### src/rtl/touch_gesture_led_ctrl.sv
// Touch-key gesture controller: synchronise/debounce the key, classify taps and
// long presses, and drive the LED bank pattern (static, blink, marquee).
module touch_gesture_led_ctrl #(
  parameter int DEB_MAX   = 500_000,
  parameter int LONG_MAX  = 50_000_000,
  parameter int GAP_MAX   = 15_000_000,
  parameter int BLINK_MAX = 12_500_000
) (
  input  logic       sys_clk,
  input  logic       sys_rst_n,
  input  logic       touch_key,
  output logic [3:0] led,
  output logic [1:0] mode,
  output logic       led_en,
  output logic       single_evt,
  output logic       double_evt,
  output logic       long_evt,
  output logic [2:0] dbg_state
);

  localparam int T_MAX  = (LONG_MAX > GAP_MAX) ? LONG_MAX : GAP_MAX;
  localparam int DEB_W  = (DEB_MAX > 1) ? $clog2(DEB_MAX) : 1;
  localparam int TCNT_W = (T_MAX > 1) ? $clog2(T_MAX) : 1;
  localparam int PCNT_W = (BLINK_MAX > 1) ? $clog2(BLINK_MAX) : 1;

  localparam logic [DEB_W-1:0]  DEB_LAST   = DEB_W'(DEB_MAX - 1);
  localparam logic [DEB_W-1:0]  DEB_ONE    = DEB_W'(1);
  localparam logic [TCNT_W-1:0] LONG_LAST  = TCNT_W'(LONG_MAX - 1);
  localparam logic [TCNT_W-1:0] GAP_LAST   = TCNT_W'(GAP_MAX - 1);
  localparam logic [TCNT_W-1:0] TCNT_ONE   = TCNT_W'(1);
  localparam logic [PCNT_W-1:0] BLINK_LAST = PCNT_W'(BLINK_MAX - 1);
  localparam logic [PCNT_W-1:0] PCNT_ONE   = PCNT_W'(1);

  typedef enum logic [2:0] {
    IDLE   = 3'd0,
    PRESS1 = 3'd1,
    HOLD   = 3'd2,
    WAIT2  = 3'd3,
    PRESS2 = 3'd4
  } state_t;

  state_t             state, state_nxt;
  logic               key_meta, key_s, key_db, key_db_q;
  logic               key_rise, key_fall;
  logic [DEB_W-1:0]   deb_cnt;
  logic [TCNT_W-1:0]  tcnt;
  logic [PCNT_W-1:0]  pcnt;
  logic               blink_ph;
  logic [3:0]         marquee;
  logic               single_nxt, double_nxt, long_nxt;
  logic               led_en_nxt;
  logic [1:0]         mode_nxt, mode_adv;
  logic               pat_restart;

  assign dbg_state = state;

  // Two-flop synchroniser followed by a stability-count debouncer.
  always_ff @(posedge sys_clk or negedge sys_rst_n) begin
    if (!sys_rst_n) begin
      key_meta <= 1'b0;
      key_s    <= 1'b0;
      key_db   <= 1'b0;
      key_db_q <= 1'b0;
      deb_cnt  <= '0;
    end else begin
      key_meta <= touch_key;
      key_s    <= key_meta;
      key_db_q <= key_db;
      if (key_s == key_db) begin
        deb_cnt <= '0;
      end else if (deb_cnt == DEB_LAST) begin
        key_db  <= key_s;
        deb_cnt <= '0;
      end else begin
        deb_cnt <= deb_cnt + DEB_ONE;
      end
    end
  end

  assign key_rise = key_db & ~key_db_q;
  assign key_fall = ~key_db & key_db_q;

  always_comb begin
    state_nxt  = state;
    single_nxt = 1'b0;
    double_nxt = 1'b0;
    long_nxt   = 1'b0;
    case (state)
      IDLE: begin
        if (key_rise) state_nxt = PRESS1;
      end
      PRESS1: begin
        if (key_fall) begin
          state_nxt = WAIT2;
        end else if (tcnt == LONG_LAST && key_db) begin
          long_nxt  = 1'b1;
          state_nxt = HOLD;
        end
      end
      HOLD: begin
        if (key_fall) state_nxt = IDLE;
      end
      WAIT2: begin
        // A second press beats a simultaneous gap timeout.
        if (key_rise) begin
          state_nxt = PRESS2;
        end else if (tcnt == GAP_LAST) begin
          single_nxt = 1'b1;
          state_nxt  = IDLE;
        end
      end
      PRESS2: begin
        if (key_fall) begin
          double_nxt = 1'b1;
          state_nxt  = IDLE;
        end
      end
      default: state_nxt = IDLE;
    endcase
  end

  always_ff @(posedge sys_clk or negedge sys_rst_n) begin
    if (!sys_rst_n) begin
      state      <= IDLE;
      tcnt       <= '0;
      single_evt <= 1'b0;
      double_evt <= 1'b0;
      long_evt   <= 1'b0;
    end else begin
      state      <= state_nxt;
      single_evt <= single_nxt;
      double_evt <= double_nxt;
      long_evt   <= long_nxt;
      if (state_nxt != state) begin
        tcnt <= '0;
      end else if (state == PRESS1 || state == WAIT2) begin
        tcnt <= tcnt + TCNT_ONE;
      end else begin
        tcnt <= '0;
      end
    end
  end

  // Gesture actions land on the same edge that raises the event pulse.
  always_comb begin
    case (mode)
      2'd0:    mode_adv = 2'd1;
      2'd1:    mode_adv = 2'd2;
      default: mode_adv = 2'd0;
    endcase
    led_en_nxt = led_en;
    mode_nxt   = mode;
    if (long_nxt) begin
      led_en_nxt = 1'b0;
      mode_nxt   = 2'd0;
    end else if (double_nxt) begin
      led_en_nxt = 1'b1;
      mode_nxt   = mode_adv;
    end else if (single_nxt) begin
      led_en_nxt = ~led_en;
    end
    pat_restart = (mode_nxt != mode) || (led_en_nxt && !led_en);
  end

  always_ff @(posedge sys_clk or negedge sys_rst_n) begin
    if (!sys_rst_n) begin
      led_en   <= 1'b0;
      mode     <= 2'd0;
      pcnt     <= '0;
      blink_ph <= 1'b0;
      marquee  <= 4'b0001;
    end else begin
      led_en <= led_en_nxt;
      mode   <= mode_nxt;
      if (pat_restart) begin
        pcnt     <= '0;
        blink_ph <= 1'b1;
        marquee  <= 4'b0001;
      end else if (pcnt == BLINK_LAST) begin
        pcnt     <= '0;
        blink_ph <= ~blink_ph;
        marquee  <= {marquee[2:0], marquee[3]};
      end else begin
        pcnt <= pcnt + PCNT_ONE;
      end
    end
  end

  always_ff @(posedge sys_clk or negedge sys_rst_n) begin
    if (!sys_rst_n) begin
      led <= 4'b0000;
    end else if (!led_en) begin
      led <= 4'b0000;
    end else begin
      case (mode)
        2'd0:    led <= 4'b1111;
        2'd1:    led <= {4{blink_ph}};
        2'd2:    led <= marquee;
        default: led <= 4'b0000;
      endcase
    end
  end

endmodule

### config.mk
export PLATFORM = sky130hd
export DESIGN_NAME = touch_gesture_led_ctrl
export DESIGN_NICKNAME = d
export VERILOG_FILES = /design/src/rtl/touch_gesture_led_ctrl.sv
export SDC_FILE = /design/constraint.sdc
export NUM_CORES = 1
export LEC_CHECK = 0
export BUFFER_PORTS_ARGS = -buffer_cell sky130_fd_sc_hd__buf_2
export CAP_MARGIN = 40
export CORE_MARGIN = 1
export CORE_UTILIZATION = 25
export DETAILED_ROUTE_END_ITERATION = 12
export GPL_TIMING_DRIVEN = 0
export PLACE_DENSITY = 0.49
export SETUP_SLACK_MARGIN = 0.15
export SYNTH_ARGS = -nofsm -noshare
export SYNTH_HDL_FRONTEND = slang
export SYNTH_SLANG_ARGS = --single-unit
### constraint.sdc
create_clock -name sys_clk -period 2.65 [get_ports sys_clk]
set_input_delay 0.265 -clock sys_clk [delete_from_list [all_inputs] [get_ports sys_clk]]
set_output_delay 0.265 -clock sys_clk [all_outputs]
set_load 0.02 [all_outputs]
== Yosys cells after proc, flatten, opt, wreduce, memory -nomap -nowiden ==
Cells that the tools add are included.
Widths: inputs -> output; s select.

* Flip-flop bits (word level): 91
* Bits of input ports: 3
* Output and inout port bits: 13
* Word-level logic and storage cells: 82

* Add/sub/neg operators: 3
* Equal/unequal tests: 13
* Multiplexer cells: 33
* Bitwise gates (word level): 7
* Reductions and logical operators: 10

{| class="wikitable"
|+ Operators with widths
! cell !! count
|-
| $mux 26 || 2
|-
| $mux 24 || 2
|-
| $mux 19 || 2
|-
| $add 26x1->26 const B || 1
|-
| $eq 26x24->1 const B || 1
|-
| $eq 26x26->1 const B || 1
|-
| $add 24x1->24 const B || 1
|-
| $eq 24x24->1 const B || 1
|-
| $add 19x1->19 const B || 1
|-
| $eq 19x19->1 const B || 1
|-
| $mux 3 || 6
|-
| $mux 1 || 13
|-
| $mux 4 || 3
|-
| $pmux 3 s4 || 1
|-
| $pmux 4 s3 || 1
|-
| $eq 3x2->1 const B || 2
|-
| $not 1->1 || 5
|-
| $mux 2 || 2
|-
| $pmux 2 s2 || 1
|-
| $eq 3x1->1 const B || 1
|-
| $eq 3x3->1 const B || 1
|-
| $logic_not 3->1 || 1
|-
| $ne 3x3->1 || 1
|-
| $and 1x1->1 || 2
|-
| other kinds (11) || 13
|}

== Depth between registers and ports, before layout ==
Gate-level depths: netlist (run 1).

* Depth in word-level cells: 10
* Mapped depth: 7
* Depth with buffers taken out: 6

== Worst setup path before layout (run 1) ==
OpenSTA, ideal clock, no wires.

* Path kind: reg2reg
* From: register tcnt[10]
* To: register tcnt[17]
* Arrival: 1.857 ns
* Required time: 2.532 ns
* Path slack: 0.674 ns
* Cell stages (with the launch flop): 7
* Period minus slack after synthesis: 1.976 ns
* Cells stage by stage: dfrtp_1 or4_4 nor4_2 nand4_1 a22oi_4 buf_6 nor2_1

* Cells in the longest elaborated chain, start to end: 7
* Elaborated cells between the ends (all ways): 12
* Classes of those cells: 1 x add/sub; 3 x eq/ne; 7 x mux; 1 x reduce/logical

{| class="wikitable"
|+ Ends and longest elaborated chain
! item !! line !! RTL
|-
| from (decl) || 46 || <nowiki>logic [TCNT_W-1:0] tcnt;</nowiki>
|-
| from (signal assigned) || 137 || <nowiki>tcnt <= tcnt + TCNT_ONE;</nowiki>
|-
| $eq 26x26->1 || 95 || <nowiki>end else if (tcnt == LONG_LAST && key_db) begin</nowiki>
|-
| $logic_and 1x1->1 || 95 ||
|-
| $mux 3 || 95 ||
|-
| $mux 3 || 93 || <nowiki>if (key_fall) begin</nowiki>
|-
| $pmux 3 s4 || 88 || <nowiki>case (state)</nowiki>
|-
| $ne 3x3->1 || 134 || <nowiki>if (state_nxt != state) begin</nowiki>
|-
| $mux 26 * || 134 ||
|}

Mark *: on every way between the ends. The rest lies on a longest branch, timed or not.
A chain may end at the register's enable or synchronous reset.

== Final worst setup path (run 1) ==
* From: register tcnt[12]
* To: register pcnt[17]

* Cells in the longest elaborated chain, start to end: 10
* Elaborated cells between the ends (all ways): 17
* Classes of those cells: 3 x eq/ne; 11 x mux; 3 x reduce/logical

{| class="wikitable"
|+ Ends and longest elaborated chain
! item !! line !! RTL
|-
| $eq 26x24->1 || 107 || <nowiki>end else if (tcnt == GAP_LAST) begin</nowiki>
|-
| $mux 1 || 107 ||
|-
| $mux 1 || 105 || <nowiki>if (key_rise) begin</nowiki>
|-
| $mux 1 || 88 ||
|-
| $mux 1 || 159 || <nowiki>end else if (single_nxt) begin</nowiki>
|-
| $mux 1 || 156 || <nowiki>end else if (double_nxt) begin</nowiki>
|-
| $mux 1 || 153 || <nowiki>if (long_nxt) begin</nowiki>
|-
| $logic_and 1x1->1 || 162 || <nowiki>pat_restart = (mode_nxt != mode) || (led_en_nxt && !led_en);</nowiki>
|-
| $logic_or 1x1->1 * || 162 ||
|-
| $mux 24 * || 175 || <nowiki>if (pat_restart) begin</nowiki>
|-
| to (signal assigned) || 184 || <nowiki>pcnt <= pcnt + PCNT_ONE;</nowiki>
|-
| to (decl) || 47 || <nowiki>logic [PCNT_W-1:0] pcnt;</nowiki>
|}

Marks and branches as above.

==> results of run 1 <==
-- power by group through the flow --
stage                     registers [mW]  clock network [mW]  logic (mW)
after floorplan                     1.42                   0      0.0114
after global placement              1.42                   0      0.0439
after detailed placement            1.43                   0      0.0505
after CTS                           1.40                1.29      0.0517
after global routing                1.40                1.35      0.0576
final                               1.40                1.24      0.0481
-- cells in the mapped netlist, types with 5 or more instances --
cell / count / area, sq um
sky130_fd_sc_hd__and4_1: 5 / 43.8
sky130_fd_sc_hd__inv_1: 15 / 56.3
sky130_fd_sc_hd__dfrtp_1: 90 / 2250
sky130_fd_sc_hd__nand2_1: 21 / 78.8
sky130_fd_sc_hd__xor2_1: 40 / 350
sky130_fd_sc_hd__nand3_1: 28 / 140
sky130_fd_sc_hd__nor2_2: 6 / 37.5
sky130_fd_sc_hd__nor2_1: 80 / 300
sky130_fd_sc_hd__nand4_1: 26 / 163
sky130_fd_sc_hd__clkbuf_1: 7 / 26.3
sky130_fd_sc_hd__nor3_1: 23 / 115
sky130_fd_sc_hd__and2_1: 5 / 31.3
sky130_fd_sc_hd__xnor2_1: 25 / 219
sky130_fd_sc_hd__nor2b_1: 6 / 37.5
sky130_fd_sc_hd__a21oi_1: 7 / 35.0
sky130_fd_sc_hd__nor4_1: 7 / 43.8
sky130_fd_sc_hd__and3_1: 10 / 62.6
-- layout make-up --
cell class / instances / share of cell area
flip-flops and latches: 91 / 0.439
multi-input cells: 332 / 0.399
well taps: 225 / 0.0543
clock buffers: 11 / 0.0487
repair buffers: 18 / 0.0244
plain buffers: 14 / 0.0166
inverters: 15 / 0.0109
clock inverters: 5 / 0.00700
-- worst max path at each step --
stage,to,cells past startpoint,from
2_1_floorplan,tcnt[17]$_DFF_PN0_,6,tcnt[10]$_DFF_PN0_
3_3_place_gp,pcnt[13]$_DFF_PN0_,7,tcnt[12]$_DFF_PN0_
3_5_place_dp,deb_cnt[15]$_DFF_PN0_,7,deb_cnt[0]$_DFF_PN0_
4_1_cts,deb_cnt[15]$_DFF_PN0_,7,deb_cnt[0]$_DFF_PN0_
5_1_grt,pcnt[17]$_DFF_PN0_,7,tcnt[12]$_DFF_PN0_
6_report,pcnt[17]$_DFF_PN0_,7,tcnt[12]$_DFF_PN0_
-- worst reg2reg max path, cell delays in order, from the launching register on --
cell	delay, ns
sky130_fd_sc_hd__dfrtp_1	0.35
sky130_fd_sc_hd__buf_2	0.16
sky130_fd_sc_hd__or4b_1	0.57
sky130_fd_sc_hd__nor2_1	0.13
sky130_fd_sc_hd__nand4_1	0.23
sky130_fd_sc_hd__o211ai_4	0.44
sky130_fd_sc_hd__buf_6	0.21
sky130_fd_sc_hd__nor3_1	0.07
-- logic make-up after synthesis --
| family | count (synthesis) | synth area share |
|---|---|---|
| xor+xnor | 65 | 0.127 |
| compound gates | 19 | 0.0337 |
| simple gates | 240 | 0.280 |
| fa+ha+maj | 3 | 0.00836 |
| flops | 91 | 0.508 |
| mux | 5 | 0.0114 |
| buf+inv | 29 | 0.0315 |
-- through the flow --
step | cells | total power, mW
2_1_floorplan | 452 | 1.44
3_3_place_gp | 692 | 1.47
3_5_place_dp | 694 | 1.48
4_1_cts | 711 | 2.74
5_1_grt | 711 | 2.81
6_report | 711 | 2.69
-- sequential cells by signal, summed over array words and instances, names as in the netlist --
register and flops:
key_meta 1, dbg_state 3, double_evt 1, tcnt 26
deb_cnt 19, single_evt 1, blink_ph 1, long_evt 1
led 4, key_db_q 1, pcnt 24, mode 2
marquee 4, key_s 1, key_db 1, led_en 1
-- timing repair --
item                                   4_1_cts  5_1_grt
setup buffers                                0        0
hold buffers                                 1        0
endpoints found under the hold margin       39        0
gates resized for setup                      0        1
setup endpoints to repair                    0       10
-- routing by layer --
layer	GRT usage	vias up	part of all wire
met4	0.0377	0	0.013
met3	0.0324	10	0.031
met5	0	-	0
li1	-	1607	-
met2	0.182	30	0.47
met1	0.138	1556	0.49
==> results by group, run 1 <==
Floorplanning
  • Height of the die: approximately 140 um
  • Initial core utilization: 0.258
  • Number of placed I/O pins: 16
  • Die X-Extent: between 100 and 150 um
  • Die outline area: approximately 0.018 sq mm
  • Core Region: between 0.015 and 0.02 sq mm
  • Standard-cell rows: 48

Cells and area
  • Fill cells: 1,836
  • Cell area after layout: ~0.0052 sq mm
  • Fraction of layout cells with a size suffix above 1: 0.128
  • Highest-count cells in the layout ignoring fill and taps: 90 x sky130_fd_sc_hd__dfrtp_1, 80 x sky130_fd_sc_hd__nor2_1, 40 x sky130_fd_sc_hd__xor2_1
  • Antenna diode instance count: 0
  • Final #Nets: between 400 and 500
  • Area taken by flip-flops and latches: between 0.002 and 0.0025 sq mm
  • Most common cell after layout, fill and taps aside: sky130_fd_sc_hd__dfrtp_1
  • Relative area change from synthesis to final layout: 15.6%
  • Area of combinational cells with multiple inputs: between 0.002 and 0.0025 sq mm
  • Fraction of the core area covered by cells at the end of the flow: 0.298

Synth
  • FFs w/ async S/R, synth: 1.00
  • Synthesized netlist net count: about 460
  • EDFF count, synth: 0
  • Synthesized flop and latch total: 91
  • Netlist Area Pre-Place: between 0.004 and 0.005 sq mm
  • Synth Instances: 452
  • Synth unique cells: a little under 50
  • Share of the yosys chip area belonging to registers: 0.508
  • Syn. warnings: 0
  • Syn avg cell area: 9.93 sq um
  • Prevailing post-synth register cell: sky130_fd_sc_hd__dfrtp_1

Route
  • Final routed wirelength across all metal layers: ~9000 um
  • Residual DRC count: 0
  • ANT nets after route: 0
  • Via-per-instance ratio: between 4 and 5
  • Detailed-route via count: 3,203
  • Average detailed-routed wire length per instance: about 13 um
  • Initial detailed-routing violation count: between 100 and 150
  • Length of the first detailed-routing pass in iterations: 4

Timing
  • Setup repair after global routing missed its margin: no
  • Worst slack on hold paths: between 0.02 and 0.025 ns
  • Setup violations, final: 0
  • Actual slew at the worst max-slew pin: around 0.81 ns
  • Final Hold Fails: 0
  • Max frequency: 436 MHz
  • Total Neg Setup Slack: 0 ns
  • Setup slack after layout: between 0.3 and 0.4 ns
  • Final worst path period share: 0.866
  • Rel. slew slack: 0.458
  • Max Transition Viols Final: 0
  • Worst clock skew on the final layout: between 0.006 and 0.007 ns
  • Post-layout min period: about 2.3 ns

Pwr
  • Cell-internal power: around 2.1 mW
  • Relative contribution of sequential cells to total power: 0.520
  • Cell Pwr Density: a little over 500 mW/mm^2
  • Switching power: roughly 0.59 mW
  • IR Drop Worst-Case VDD: 0.347 mV
  • Switch share: 0.221
  • Proportion of power drawn by the clock network: 0.462
  • Leak Pwr: 2.18 nW
  • Combinational share of power: 0.018

Setup path
  • Reg-to-Reg Start: tcnt[12]$_DFF_PN0_
  • Slack of the worst reg-to-reg path: 0.35 ns
  • FF-to-FF path depth: 7
  • Destination of the worst register-to-register timing path: pcnt[17]$_DFF_PN0_
  • Critical path buffers and inverters: 2
  • Cell with the largest stage delay on the worst path: sky130_fd_sc_hd__or4b_1
  • Critical Path Max Stage Delay: 0.57 ns
  • CP Max Fanout: 10
  • Crit path cell chain: buf_2 -> or4b_1 -> nor2_1 -> nand4_1 -> o211ai_4 -> buf_6 -> nor3_1
  • Kind of end point of the critical path: flop
  • Arr. time, crit path: approximately 2.5 ns
  • Critical path start-end classification: reg -> reg
  • Family of cells with the greatest summed delay on the critical path: simple AND/OR/NAND/NOR gates
  • Critical Path RT: between 2 and 3 ns
  • Critical Path Source Type: flop

Global routing
  • Via count of the first global-routing pass: ~3,300
  • Maximum number of pins on one net before global-route repair: 53
  • Initial antenna violation count: 0
  • Residual overflow from global routing: 0
  • First-pass GRT wire length: approximately 16,000 um
  • Overall global routing resource usage: 0.111

Hold path
  • Hold Path Cell Cnt: 1
  • Hold path start: touch_key
  • Path type of the worst min-delay path: in -> reg
  • Hold-critical path endpoint: key_meta$_DFF_PN0_

CTS
  • Clock slew at the register clock pins of the worst setup and hold paths: about 0.07 ns
  • TritonCTS clock tree: done
  • H-tree Lvls: 3
  • Maximum root-to-sink buffer count: 2
  • Inserted Clock Buffers: 9
  • Sinks on Clock Net: 91
  • Root buffer cell: sky130_fd_sc_hd__clkbuf_16
  • Clock insertion delay at the later pin of the skew report: approximately 0.35 ns

Place
  • Post-detail-place hpwl: 6360 um
  • Cell area after placement: between 0.004 and 0.005 sq mm
  • Count of input and output buffers: 15
  • Worst setup slack before clock tree synthesis: 0.329 ns
  • Routability congestion estimate: approximately 0.78

Outcome
  • Result of the run: complete, no violations

Run
  • Number of maximum-capacitance constraint violations: 0
Power figures use the tool's default switching activity.
==> inputs of run 2 (changes only) <==
--- a/config.mk
+++ b/config.mk
@@ -5,13 +5,13 @@
 export SDC_FILE = /design/constraint.sdc
 export NUM_CORES = 1
 export LEC_CHECK = 0
-export BUFFER_PORTS_ARGS = -buffer_cell sky130_fd_sc_hd__buf_2
 export CAP_MARGIN = 40
 export CORE_MARGIN = 1
 export CORE_UTILIZATION = 25
 export DETAILED_ROUTE_END_ITERATION = 12
+export DONT_BUFFER_PORTS = 1
 export GPL_TIMING_DRIVEN = 0
-export PLACE_DENSITY = 0.49
+export PLACE_DENSITY = 0.48
 export SETUP_SLACK_MARGIN = 0.15
 export SYNTH_ARGS = -nofsm -noshare
 export SYNTH_HDL_FRONTEND = slang
==> run 2 against run 1 <==
Clock skew is 0.0021 ns higher. Via count fell by 0.53%. Global-route usage is 0.23 points lower. First-iteration DRC count is 3.7% lower. Die area is the same. Combinational power decreased by 2%. Largest power group is now the clock network. Utilization fell by 0.11 points.
==> results by group, run 2 (synthesized netlist as in run 1, its figures left out) <==
Setup path
  • Crit path cell chain: buf_2 -> or4b_1 -> nor2_1 -> nand4_1 -> o211ai_4 -> buf_6 -> nor3_1
  • CP Max Fanout: 10 (unchanged)
  • Kind of end point of the critical path: flop
  • Arr. time, crit path: 2.54 ns (+0.03 ns)
  • Critical path buffers and inverters: 2 (unchanged)
  • Critical Path Max Stage Delay: 0.57 ns (about the same)
  • Critical path start-end classification: reg -> reg
  • Family of cells with the greatest summed delay on the critical path: simple AND/OR/NAND/NOR gates
  • Cell with the largest stage delay on the worst path: sky130_fd_sc_hd__or4b_1
  • Critical Path RT: 2.85 ns (about the same)
  • Critical Path Source Type: flop

Global routing
  • First-pass GRT wire length: 15,800 um (-1.7%)
  • Maximum number of pins on one net before global-route repair: 92 (+74%)
  • Overall global routing resource usage: 0.108 (-0.00228)
  • Initial antenna violation count: 0 (unchanged)
  • Residual overflow from global routing: 0 (unchanged)
  • Via count of the first global-routing pass: 3,162 (-4.0%)

Timing
  • Worst clock skew on the final layout: 0.00852 ns (+0.00212 ns)
  • Worst slack on hold paths: 0.383 ns (+0.360 ns)
  • Setup slack after layout: 0.317 ns (-0.0376 ns)
  • Rel. slew slack: 0.488 (+0.0302)
  • Max frequency: 429 MHz (-1.6%)
  • Setup repair after global routing missed its margin: no
  • Final Hold Fails: 0 (unchanged)
  • Actual slew at the worst max-slew pin: 0.762 ns (-0.0442 ns)
  • Total Neg Setup Slack: 0 ns (unchanged)
  • Post-layout min period: 2.33 ns (+0.0376 ns)
  • Final worst path period share: 0.880 (+0.0142)
  • Setup violations, final: 0 (unchanged)
  • Max Transition Viols Final: 0 (unchanged)

Route
  • Residual DRC count: 0 (unchanged)
  • Average detailed-routed wire length per instance: 12.8 um (+1.0%)
  • ANT nets after route: 0 (unchanged)
  • Initial detailed-routing violation count: 129 (-3.7%)
  • Final routed wirelength across all metal layers: 8940 um (-0.98%)
  • Length of the first detailed-routing pass in iterations: 5 (+1)
  • Detailed-route via count: 3,186 (-0.53%)
  • Via-per-instance ratio: 4.57 (+1.5%)

Place
  • Post-detail-place hpwl: 6100 um (-4.1%)
  • Worst setup slack before clock tree synthesis: 0.318 ns (-0.0109 ns)
  • Routability congestion estimate: 0.775 (-0.89%)
  • Count of input and output buffers: 0 (-15)
  • Cell area after placement: 0.00478 sq mm (-2.2%)

Cells and area
  • Flip-flop count of the largest register after layout: 26 (unchanged)
  • Final #Nets: 473 (-2.9%)
  • Relative area change from synthesis to final layout: 15.1%
  • Fraction of the core area covered by cells at the end of the flow: 0.297 (-0.00108)
  • Most common cell after layout, fill and taps aside: sky130_fd_sc_hd__dfrtp_1
  • Antenna diode instance count: 0 (unchanged)
  • Top reg by flops: tcnt
  • Cell area after layout: 0.00517 sq mm (-0.36%)
  • Fraction of layout cells with a size suffix above 1: 0.0996 (-0.0280)
  • Highest-count cells in the layout ignoring fill and taps: 90 x sky130_fd_sc_hd__dfrtp_1, 80 x sky130_fd_sc_hd__nor2_1, 40 x sky130_fd_sc_hd__xor2_1
  • Registers with the most flip-flops: tcnt: 26 flops, pcnt: 24 flops, deb_cnt: 19 flops

CTS
  • Post-CTS Setup Inserts: 0 (unchanged)
  • H-tree Lvls: 3 (unchanged)
  • Clock insertion delay at the later pin of the skew report: 0.34 ns (about the same)
  • Clock slew at the register clock pins of the worst setup and hold paths: 0.06 ns (about the same)
  • Root buffer cell: sky130_fd_sc_hd__clkbuf_16
  • TritonCTS clock tree: done
  • Maximum root-to-sink buffer count: 2 (unchanged)
  • Sinks on Clock Net: 91 (unchanged)
  • Inserted Clock Buffers: 9 (unchanged)

Floorplanning
  • Die X-Extent: 136 um (unchanged)
  • Height of the die: 136 um (unchanged)
  • Standard-cell rows: 48 (unchanged)
  • Number of placed I/O pins: 16 (unchanged)
  • Initial core utilization: 0.258 (unchanged)
  • Core Region: 0.0174 sq mm (unchanged)
  • Die outline area: 0.0185 sq mm (unchanged)

Pwr
  • IR Drop Worst-Case VDD: 0.311 mV (-10%)
  • Cell Pwr Density: 556 mW/mm^2 (+7.1%)
  • Leak Pwr: 2.13 nW (-2.3%)

Outcome
  • Result of the run: complete, no violations

Hold path
  • Path type of the worst min-delay path: reg -> reg

Run
  • Number of maximum-capacitance constraint violations: 0 (unchanged)
-- run 2: cell types whose count changed in the layout (fill, tap and decap cells not counted) --
cell / change
sky130_fd_sc_hd__buf_2: -14
sky130_fd_sc_hd__clkinv_4: +2
sky130_fd_sc_hd__bufinv_16: +2
sky130_fd_sc_hd__clkinv_2: -1
sky130_fd_sc_hd__inv_6: -1
sky130_fd_sc_hd__dlygate4sd3_1: +1
sky130_fd_sc_hd__clkinvlp_4: -2
sky130_fd_sc_hd__buf_4: -1
-- run 2: final cells by class --
class / count / area [sq um]
Inverter: 15 / 56.3
Sequential cell: 91 / 2280
Clock buffer: 11 / 253
Fill cell: 1842 / 12200
Multi-Input combinational cell: 332 / 2070
Buffer: 14 / 86.3
Tap cell: 225 / 282
Timing Repair Buffer: 4 / 58.8
Clock inverter: 5 / 85.1
-- run 2: final timing paths --
path	start	endpoint	slack [ns]	cells after the start
min in group asynchronous	sys_rst_n	tcnt[22]$_DFF_PN0_	0.50	2
max	tcnt[12]$_DFF_PN0_	pcnt[13]$_DFF_PN0_	0.32	7
max in group asynchronous	sys_rst_n	tcnt[1]$_DFF_PN0_	1.78	2
min	key_meta$_DFF_PN0_	key_s$_DFF_PN0_	0.38	0
min reg2reg	key_meta$_DFF_PN0_	key_s$_DFF_PN0_	0.38	0
max reg2reg	tcnt[12]$_DFF_PN0_	pcnt[13]$_DFF_PN0_	0.32	7
-- run 2: where the power goes --
group | switching (mW) | internal (mW) | total [mW]
sequential | 0.00467 | 1.39 | 1.40
combinational | 0.0356 | 0.0115 | 0.0472
clock | 0.544 | 0.881 | 1.42
-- run 2: routing by layer --
layer	part of all wire	vias up	routed length (um)	GRT usage
met2	0.46	36	4140	0.171
met5	0	-	0	0
li1	-	1588	-	-
met1	0.49	1551	4410	0.144
met3	0.026	11	235	0.0186
met4	0.017	0	148	0.0519
-- run 2: timing repair --
action / CTS / global route
endpoints found under the setup margin: 0 / 6
hold buffers: 3 / 0
hold endpoints to repair: 92 / 0
gates resized for setup: 0 / 1
-- run 2: metrics by stage --
| step | power, mW | instances |
|---|---|---|
| after global placement | 1.44 | 677 |
| after CTS | 2.93 | 697 |
| after detailed placement | 1.44 | 678 |
| final | 2.87 | 697 |
| after floorplan | 1.44 | 452 |
| after global routing | 3.00 | 697 |
==> inputs of run 3 (changes only) <==
--- a/config.mk
+++ b/config.mk
@@ -7,11 +7,11 @@
 export LEC_CHECK = 0
 export CAP_MARGIN = 40
 export CORE_MARGIN = 1
-export CORE_UTILIZATION = 25
+export CORE_UTILIZATION = 30
 export DETAILED_ROUTE_END_ITERATION = 12
 export DONT_BUFFER_PORTS = 1
 export GPL_TIMING_DRIVEN = 0
-export PLACE_DENSITY = 0.48
+export PLACE_DENSITY = 0.54
 export SETUP_SLACK_MARGIN = 0.15
 export SYNTH_ARGS = -nofsm -noshare
 export SYNTH_HDL_FRONTEND = slang
==> run 3 against run 2 <==
Clock power shrank 7%. Combinational power about the same. Cell area shrank 1.5%. Worst hold slack worse by 0.0076 ns. Wire length decreased by 1.3%. Highest routed layer unchanged.
==> results by group, run 3 (synthesized netlist as in run 1, its figures left out) <==
Global routing
  • Residual overflow from global routing: 0 (unchanged)
  • Maximum number of pins on one net before global-route repair: 92 (unchanged)
  • Via count of the first global-routing pass: 3,239 (+2.4%)
  • Overall global routing resource usage: 0.125 (+0.0169)
  • First-pass GRT wire length: 15,600 um (-0.96%)
  • Initial antenna violation count: 0 (unchanged)

Timing
  • Max frequency: 435 MHz (+1.5%)
  • Setup violations, final: 0 (unchanged)
  • Total Neg Setup Slack: 0 ns (unchanged)
  • Actual slew at the worst max-slew pin: 0.794 ns (+0.0318 ns)
  • Final Hold Fails: 0 (unchanged)
  • Rel. slew slack: 0.466 (-0.0214)
  • Setup repair after global routing missed its margin: no
  • Worst clock skew on the final layout: 0.00570 ns (-0.00282 ns)
  • Final worst path period share: 0.867 (-0.0130)
  • Post-layout min period: 2.30 ns (-0.0346 ns)
  • Max Transition Viols Final: 0 (unchanged)

Route
  • Detailed-route via count: 3,239 (+1.7%)
  • Length of the first detailed-routing pass in iterations: 4 (-1)
  • Residual DRC count: 0 (unchanged)
  • Final routed wirelength across all metal layers: 8820 um (-1.3%)
  • Average detailed-routed wire length per instance: 13.4 um (+4.8%)
  • ANT nets after route: 0 (unchanged)
  • Initial detailed-routing violation count: 172 (+33%)
  • Via-per-instance ratio: 4.94 (+8.0%)

CTS
  • Sinks on Clock Net: 91 (unchanged)
  • TritonCTS clock tree: done
  • Maximum root-to-sink buffer count: 2 (unchanged)
  • Post-CTS Setup Inserts: 0 (unchanged)
  • Inserted Clock Buffers: 9 (unchanged)
  • Clock slew at the register clock pins of the worst setup and hold paths: 0.06 ns (about the same)
  • Root buffer cell: sky130_fd_sc_hd__clkbuf_16
  • H-tree Lvls: 3 (unchanged)
  • Clock insertion delay at the later pin of the skew report: 0.34 ns (about the same)

Setup path
  • Critical Path RT: 2.85 ns (about the same)
  • Arr. time, crit path: 2.50 ns (-0.04 ns)
  • Kind of end point of the critical path: flop
  • CP Max Fanout: 10 (unchanged)
  • Slack of the worst reg-to-reg path: 0.35 ns (+0.03 ns)
  • Critical path start-end classification: reg -> reg
  • Critical Path Source Type: flop

Cells and area
  • Registers with the most flip-flops: tcnt: 26 flops, pcnt: 24 flops, deb_cnt: 19 flops
  • Top reg by flops: tcnt
  • Flip-flop count of the largest register after layout: 26 (unchanged)
  • Final #Nets: 473 (unchanged)
  • Fraction of layout cells with a size suffix above 1: 0.0996 (unchanged)
  • Fraction of the core area covered by cells at the end of the flow: 0.349 (+0.0523)
  • Highest-count cells in the layout ignoring fill and taps: 90 x sky130_fd_sc_hd__dfrtp_1, 80 x sky130_fd_sc_hd__nor2_1, 40 x sky130_fd_sc_hd__xor2_1
  • Most common cell after layout, fill and taps aside: sky130_fd_sc_hd__dfrtp_1
  • Fill cells: 1,453 (-21%)
  • Antenna diode instance count: 0 (unchanged)
  • Relative area change from synthesis to final layout: 13.4%
  • Cell area after layout: 0.00509 sq mm (-1.5%)

Outcome
  • Result of the run: complete, no violations

Floorplanning
  • Die outline area: 0.0155 sq mm (-16%)
  • Number of placed I/O pins: 16 (unchanged)
  • Height of the die: 124 um (-8.6%)
  • Standard-cell rows: 44 (-8.3%)
  • Initial core utilization: 0.308 (+0.0499)
  • Core Region: 0.0146 sq mm (-16%)
  • Die X-Extent: 124 um (-8.6%)

Pwr
  • Proportion of power drawn by the clock network: 0.478 (-0.018)
  • Total power draw: 2.77 mW (-3.5%)
  • Switch share: 0.209 (+0.00541)
  • IR Drop Worst-Case VDD: 0.330 mV (+6.0%)
  • Leak Pwr: 2.12 nW (-0.46%)
  • Combinational share of power: 0.017 (about the same)
  • Cell-internal power: 2.19 mW (-4.2%)
  • Cell Pwr Density: 544 mW/mm^2 (-2.1%)
  • Switching power: 0.579 mW (-0.95%)
  • Relative contribution of sequential cells to total power: 0.505 (+0.018)

Run
  • Number of maximum-capacitance constraint violations: 0 (unchanged)

Place
  • Count of input and output buffers: 0 (unchanged)
  • Post-detail-place hpwl: 5960 um (-2.3%)
  • Cell area after placement: 0.00473 sq mm (-1.1%)
  • Routability congestion estimate: 0.766 (-1.1%)

Hold path
  • Path type of the worst min-delay path: reg -> reg
-- run 3: metrics by stage --
stage / hold WS [ns] / worst slack (ns) / instances
6_report: 0.375 / 0.352 / 656
2_1_floorplan: -0.0306 / 0.674 / 452
3_3_place_gp: -0.0279 / 0.373 / 636
5_1_grt: 0.389 / 0.196 / 656
3_5_place_dp: -0.0280 / 0.333 / 637
4_1_cts: 0.374 / 0.325 / 656
-- run 3: layer usage --
layer / routed length [um] / GRT usage / share of wire / vias up
li1: - / - / - / 1585
met1: 4230 / 0.157 / 0.48 / 1604
met2: 4150 / 0.202 / 0.47 / 39
met3: 265 / 0.0326 / 0.030 / 11
met4: 170 / 0.0574 / 0.019 / 0
met5: 0 / 0 / 0 / -
-- run 3: critical path: stages (launching register included) --
cell and delay [ns]:
sky130_fd_sc_hd__dfrtp_1 0.35, sky130_fd_sc_hd__buf_2 0.16, sky130_fd_sc_hd__or4b_1 0.57, sky130_fd_sc_hd__nor2_1 0.12, sky130_fd_sc_hd__nand4_1 0.23, sky130_fd_sc_hd__o211ai_4 0.46, sky130_fd_sc_hd__buf_6 0.21, sky130_fd_sc_hd__nor3_1 0.06
-- run 3: layout make-up --
class | instances | area (sq um) | share of cell area
tap | 184 | 230 | 0.0452
timing repair buffer | 4 | 58.8 | 0.0116
buffer | 14 | 86.3 | 0.0170
clock buffer | 11 | 253 | 0.0496
multi-input combinational | 332 | 2070 | 0.406
clock inverter | 5 | 60.1 | 0.0118
inverter | 15 | 56.3 | 0.0111
sequential | 91 | 2280 | 0.448
-- run 3: timing repair --
item                       4_1_cts  5_1_grt
setup endpoints to repair        0       10
hold endpoints to repair        92        0
gates resized for setup          0        1
hold buffers                     3        0
-- run 3: path summary, 6_finish.rpt --
kind | cells after the start | from | end
worst max-delay path | 7 | tcnt[12]$_DFF_PN0_ | pcnt[13]$_DFF_PN0_
worst min-delay path | 0 | key_meta$_DFF_PN0_ | key_s$_DFF_PN0_
worst max register to register | 7 | tcnt[12]$_DFF_PN0_ | pcnt[13]$_DFF_PN0_
worst min register to register | 0 | key_meta$_DFF_PN0_ | key_s$_DFF_PN0_
max in group asynchronous | 2 | sys_rst_n | marquee[0]$_DFFE_PN1P_
min in group asynchronous | 2 | sys_rst_n | tcnt[19]$_DFF_PN0_
-- run 3: power groups by stage --
| stage | logic [mW] | clock network [mW] | registers, mW |
|---|---|---|---|
| after floorplan | 0.0114 | 0 | 1.42 |
| after global placement | 0.0142 | 0 | 1.42 |
| after detailed placement | 0.0142 | 0 | 1.42 |
| after CTS | 0.0502 | 1.38 | 1.40 |
| after global routing | 0.0570 | 1.44 | 1.40 |
| final | 0.0469 | 1.32 | 1.40 |
